$ cat src/rtl/cp0.sv
// ---------------------------------------------------------------------------
// cp0 -- MIPS-style coprocessor 0 (SR, Cause, EPC, PRId).
//
// Ports:
//   clk          single clock, all state updates on the rising edge
//   reset        asynchronous active-low reset, clears SR/Cause/EPC
//   A1           mfc0 read select (combinational read)
//   A2, DIn, WE  mtc0 write select / data / enable (commit stage)
//   VPC, BDIn    PC and delay-slot flag of the committing instruction
//   ExcCodeIn    exception code of the committing instruction, 0 = none
//   HWInt        level-sensitive external interrupt lines
//   EXLClr       eret is committing
//   DOut         read data for A1
//   EPCOut       current EPC, the eret target
//   Req          take an exception/interrupt this cycle (combinational)
//   o_dbg_state  exception-level state (0 = NORMAL, 1 = HANDLER)
//
// Handshake note: there is no valid/ready pair here. WE and EXLClr are
// single-cycle strobes from the commit stage; Req is a combinational
// answer in the same cycle and the pipeline must flush when it is high.
// ---------------------------------------------------------------------------
module cp0 #(
  parameter logic [31:0] PRID = 32'h0000_2022
) (
  input  logic        clk,
  input  logic        reset,
  input  logic [4:0]  A1,
  input  logic [4:0]  A2,
  input  logic [31:0] DIn,
  input  logic        WE,
  input  logic [31:0] VPC,
  input  logic        BDIn,
  input  logic [4:0]  ExcCodeIn,
  input  logic [5:0]  HWInt,
  input  logic        EXLClr,
  output logic [31:0] DOut,
  output logic [31:0] EPCOut,
  output logic        Req,
  output logic        o_dbg_state
);

  // SR.EXL is the FSM state itself.
  typedef enum logic {
    ST_NORMAL  = 1'b0,
    ST_HANDLER = 1'b1
  } state_t;

  state_t      r_state;
  state_t      w_state_nxt;

  logic [5:0]  r_im;
  logic        r_ie;
  logic        r_bd;
  logic [5:0]  r_ip;
  logic [4:0]  r_exccode;
  logic [31:0] r_epc;

  logic        w_exl;
  logic        w_int_req;
  logic        w_exc_req;
  logic        w_req;
  logic        w_sr_wr;
  logic        w_epc_wr;
  logic [31:0] w_epc_capture;
  logic [31:0] w_sr;
  logic [31:0] w_cause;

  assign w_exl     = (r_state == ST_HANDLER);
  assign w_int_req = (|(HWInt & r_im)) & r_ie & ~w_exl;
  assign w_exc_req = (ExcCodeIn != 5'd0) & ~w_exl;
  assign w_req     = w_int_req | w_exc_req;

  // A write from an instruction that is being flushed must not land.
  assign w_sr_wr  = WE & ~w_req & (A2 == 5'd12);
  assign w_epc_wr = WE & ~w_req & (A2 == 5'd14);

  // A fault in a delay slot restarts at the branch, one word earlier.
  assign w_epc_capture = BDIn ? (VPC - 32'd4) : VPC;

  assign w_sr    = {16'h0, r_im, 8'h0, w_exl, r_ie};
  assign w_cause = {r_bd, 15'h0, r_ip, 3'h0, r_exccode, 2'h0};

  // ---- FSM: state register ----
  always_ff @(posedge clk or negedge reset) begin
    if (!reset) begin
      r_state <= ST_NORMAL;
    end else begin
      r_state <= w_state_nxt;
    end
  end

  // ---- FSM: next state ----
  // Priority: taking a trap, then eret (which also wins over the EXL bit
  // of a same-cycle mtc0 SR), then a plain SR write.
  always_comb begin
    w_state_nxt = r_state;
    if (w_req) begin
      w_state_nxt = ST_HANDLER;
    end else if (EXLClr) begin
      w_state_nxt = ST_NORMAL;
    end else if (w_sr_wr) begin
      w_state_nxt = DIn[1] ? ST_HANDLER : ST_NORMAL;
    end
  end

  // ---- SR / Cause / EPC datapath ----
  always_ff @(posedge clk or negedge reset) begin
    if (!reset) begin
      r_im      <= 6'd0;
      r_ie      <= 1'b0;
      r_bd      <= 1'b0;
      r_ip      <= 6'd0;
      r_exccode <= 5'd0;
      r_epc     <= 32'd0;
    end else begin
      // Pending-interrupt bits track the lines regardless of masking.
      r_ip <= HWInt;
      if (w_req) begin
        r_bd      <= BDIn;
        r_exccode <= w_int_req ? 5'd0 : ExcCodeIn;
        r_epc     <= w_epc_capture;
      end else begin
        if (w_sr_wr) begin
          r_im <= DIn[15:10];
          r_ie <= DIn[0];
        end
        if (w_epc_wr) begin
          r_epc <= DIn;
        end
      end
    end
  end

  // ---- read mux ----
  always_comb begin
    DOut = 32'd0;
    case (A1)
      5'd12:   DOut = w_sr;
      5'd13:   DOut = w_cause;
      5'd14:   DOut = r_epc;
      5'd15:   DOut = PRID;
      default: DOut = 32'd0;
    endcase
  end

  assign EPCOut      = r_epc;
  assign Req         = w_req;
  assign o_dbg_state = r_state;

endmodule

$ cat config.mk
export PLATFORM = sky130hd
export DESIGN_NAME = cp0
export DESIGN_NICKNAME = d
export VERILOG_FILES = /design/src/rtl/cp0.sv
export SDC_FILE = /design/constraint.sdc
export NUM_CORES = 1
export LEC_CHECK = 0
export ABC_AREA = 1
export BUFFER_PORTS_ARGS = -buffer_cell sky130_fd_sc_hd__clkbuf_2
export CORE_ASPECT_RATIO = 0.6
export CORE_MARGIN = 2
export CORE_UTILIZATION = 53
export CTS_CLUSTER_DIAMETER = 150
export DETAILED_ROUTE_END_ITERATION = 10
export PLACE_DENSITY = 0.87
export SYNTH_ARGS = -nofsm -noshare
export SYNTH_HDL_FRONTEND = slang
export SYNTH_SLANG_ARGS = --single-unit
$ cat constraint.sdc
create_clock -name clk -period 2.1 [get_ports clk]
set_input_delay 0.21 -clock clk [delete_from_list [all_inputs] [get_ports clk]]
set_output_delay 0.21 -clock clk [all_outputs]
set_load 0.02 [all_outputs]
==> metrics.md <==
| Metric | Value |
|---|---|
| Setup slack on the worst flop-to-flop path | `between 200 and 250 ps` |
| # H-tree levels | `2` |
| Total GRT Usage | `0.327` |
| Share of layout cells above drive strength 1 | `0.281` |
| Clock-pin slew on the worst setup and hold paths | `roughly 70 ps` |
| Worst Reg2Reg Path Length in Cells | `10` |
| Core Util, Final | `0.707` |
| VDD IR max | `a little under 0.0007 V` |
| Register area share after synthesis | `0.351` |
| Antenna cell count | `0` |
| Cell area power density | `1170 mW/mm^2` |
| # nets final | `about 810` |
| Placed inst area | `0.00455 mm^2` |
| Worst min-delay path class | `in2reg` |
| Die W | `~110 um` |
| CTS Buf Count | `5` |
| Largest net degree at the start of global routing | `33` |
| CTS tree | `done` |
| Yosys warns | `0` |
| Initial Util | `0.553` |
| Syn_nets | `roughly 650` |
| Rel. slew slack | `0.573` |
| Synth Instances | `560` |
| Hold Fails Final Rpt | `0` |
| Drt initial violations | `375` |
| Hold endpoint | `r_ip[1]` |
| RePlAce Congestion | `~0.98` |
| Netlist cell types | `35` |
| TNS Setup | `0 ps` |
| Core region area | `between 0.006 and 0.007 mm^2` |
| Worst Min Path Start | `HWInt[1]` |
| Element type at the critical path end | `output pin` |
| Final Critical Period | `1990 ps` |
| Die area | `roughly 0.0077 mm^2` |
| Std-Cell Rows | `23` |
| Final slew viol count | `0` |
| Skew final | `around 7.9 ps` |
| Most common cell after layout, fill and taps aside | `nand2_1` |
| Data arrival, critical path | `1780 ps` |
| Mapped Area | `roughly 0.0037 mm^2` |
| Overflow after GRT | `0` |
| DRT Pass-1 Iters | `6` |
| #FFs+latches synth | `52` |
| Tcrit/Tclk final | `0.949` |
| P&R area growth vs syn | `28.0%` |
| DRT Wirelength | `roughly 13,000 um` |
| Worst skew pair latency | `around 290 ps` |
| CTS Root Cell | `clkbuf_16` |
| HPWL after detailed placement | `10,200 um` |
| Hold path depth | `1` |
| Final setup violating endpoints | `0` |
| RSZ-0062 raised after global routing | `false` |
| P_leak | `between 2 and 3 nW` |
| Clock tree buffer depth | `2` |
| WL per Instance | `roughly 16 um` |
| Vias in the first global route | `3,903` |
| IO buf count | `between 150 and 200` |
| WS Path Type | `reg2out` |
| DRC | `0` |
| Worst-Margin Slew | `640 ps` |
| # fillers | `between 500 and 600` |
| Critical Path Start Type | `register` |
| Min Hold Slack | `~33 ps` |
| First-pass GRT wire length | `between 15,000 and 20,000 um` |
| Post-route ant nets | `0` |
| Final instance area | `between 0.004 and 0.005 mm^2` |
| Placed Cells incl. Taps | `about 790` |
| Area leader, netlist | `dfrtp_1` |
| Vias/cell | `between 5 and 6` |
| Commonest cells after routing, fill and taps aside | `nand2_1, clkbuf_2, inv_1` |
| Ranking of synthesized cells by area | `dfrtp_1, nand2_1, inv_1` |
| CTS sink count | `52` |
| DR vias | `4,296` |
| Die Y | `roughly 70 um` |
| Outcome | `finished clean` |
| Avg Cell Area, Syn | `approximately 6.6 um^2` |
| Share of the synthesized area in the top cell type | `0.351` |
| Worst-path fanout max | `30` |
| Filler-free cell count of the finished design | `around 800` |
| Max Cap Viol | `0` |
| Reg2reg start | `r_im[3]` |
| I/O pin count | `roughly 160` |
| R2r endpoint | `EPCOut[4]` |
| WP data required | `around 1900 ps` |
| Antenna violations before repair | `0` |
| Fmax | `~500 MHz` |
worst max path at each step:
stage,start,to,slack [ps],cells after the start
2_1_floorplan,o_dbg_state,EPCOut[10],690,7
3_3_place_gp,r_im[0],EPCOut[4],280,10
3_5_place_dp,r_im[0],EPCOut[4],250,10
4_1_cts,r_im[0],Req,40,8
5_1_grt,r_im[0],Req,50,8
6_report,r_im[3],Req,110,8
power by group:
part	switching, W	internal, W	leakage [nW]
Sequential	0.000315	0.00146	0.598
Clock	0.000386	0.000598	0.0871
Combinational	0.00190	0.000871	2.05
Total	0.00261	0.00293	2.74
flip-flops by register name, summed over array words and instances (netlist names):
register     count
r_exccode        5
r_ie             1
r_bd             1
EPCOut          32
r_ip             6
r_im             6
o_dbg_state      1
through the flow:
stage	power (W)	setup WS [ps]
floorplan	0.00365	692
global placement	0.00439	281
detailed placement	0.00449	247
CTS	0.00547	35.1
global route	0.00588	49.3
finish	0.00554	107
critical path, stage by stage (launching register included):
cell and delay (ps):
dfrtp_1 360, nand2_1 90, nand2_1 80, a21oi_1 40
nand2_1 100, nand3_4 120, nand2_4 200, buf_6 270
clkbuf_2 220
timing repair:
action	4_1_cts	5_1_grt
setup endpoints to repair	0	1
gates resized for setup	0	2
endpoints found under the hold margin	20	0
buffers inserted	0	0
hold buffers	1	0
logic make-up (layout without fill, tap and decap cells):
family,count (synthesis),in the layout,synth area share
adder cells (fa/ha/maj),1,1,0.00338
buffers and inverters,110,265,0.128
AND/OR/NAND/NOR,309,309,0.374
XOR/XNOR,15,15,0.0355
flip-flops,52,52,0.351
AO/OA/AOI/OAI,73,73,0.108
cells in the mapped netlist, drive strengths merged:
cell type    n
a21oi        5
and2         2
buf         13
clkbuf       3
dfrtp       52
ha           1
inv         94
nand2      171
nand3       29
nand3b       1
nand4        8
nor2        93
nor3         4
nor4         1
o2111ai      1
o211ai       4
o21ai       55
o21bai       2
o221ai       4
o22ai        2
xnor2        2
xor2        13
area by class of cell:
type | count | area, um^2 | share of cell area
Clock inverter | 2 | 38.8 | 0.00818
Inverter | 94 | 353 | 0.0744
Sequential cell | 52 | 1300 | 0.274
Timing Repair Buffer | 163 | 867 | 0.183
Clock buffer | 6 | 139 | 0.0293
Multi-Input combinational cell | 398 | 1930 | 0.408
Tap cell | 87 | 109 | 0.0230
per-layer routing:
| metal | vias to the layer above | part of all wire | GRT usage |
|---|---|---|---|
| met3 | 14 | 0.14 | 0.0979 |
| met1 | 1968 | 0.44 | 0.472 |
| li1 | 2035 | - | - |
| met4 | 0 | 0.0084 | 0.0625 |
| met2 | 279 | 0.42 | 0.493 |
| met5 | - | 0 | 0 |
No activity file was read; power rests on OpenSTA's default activity.
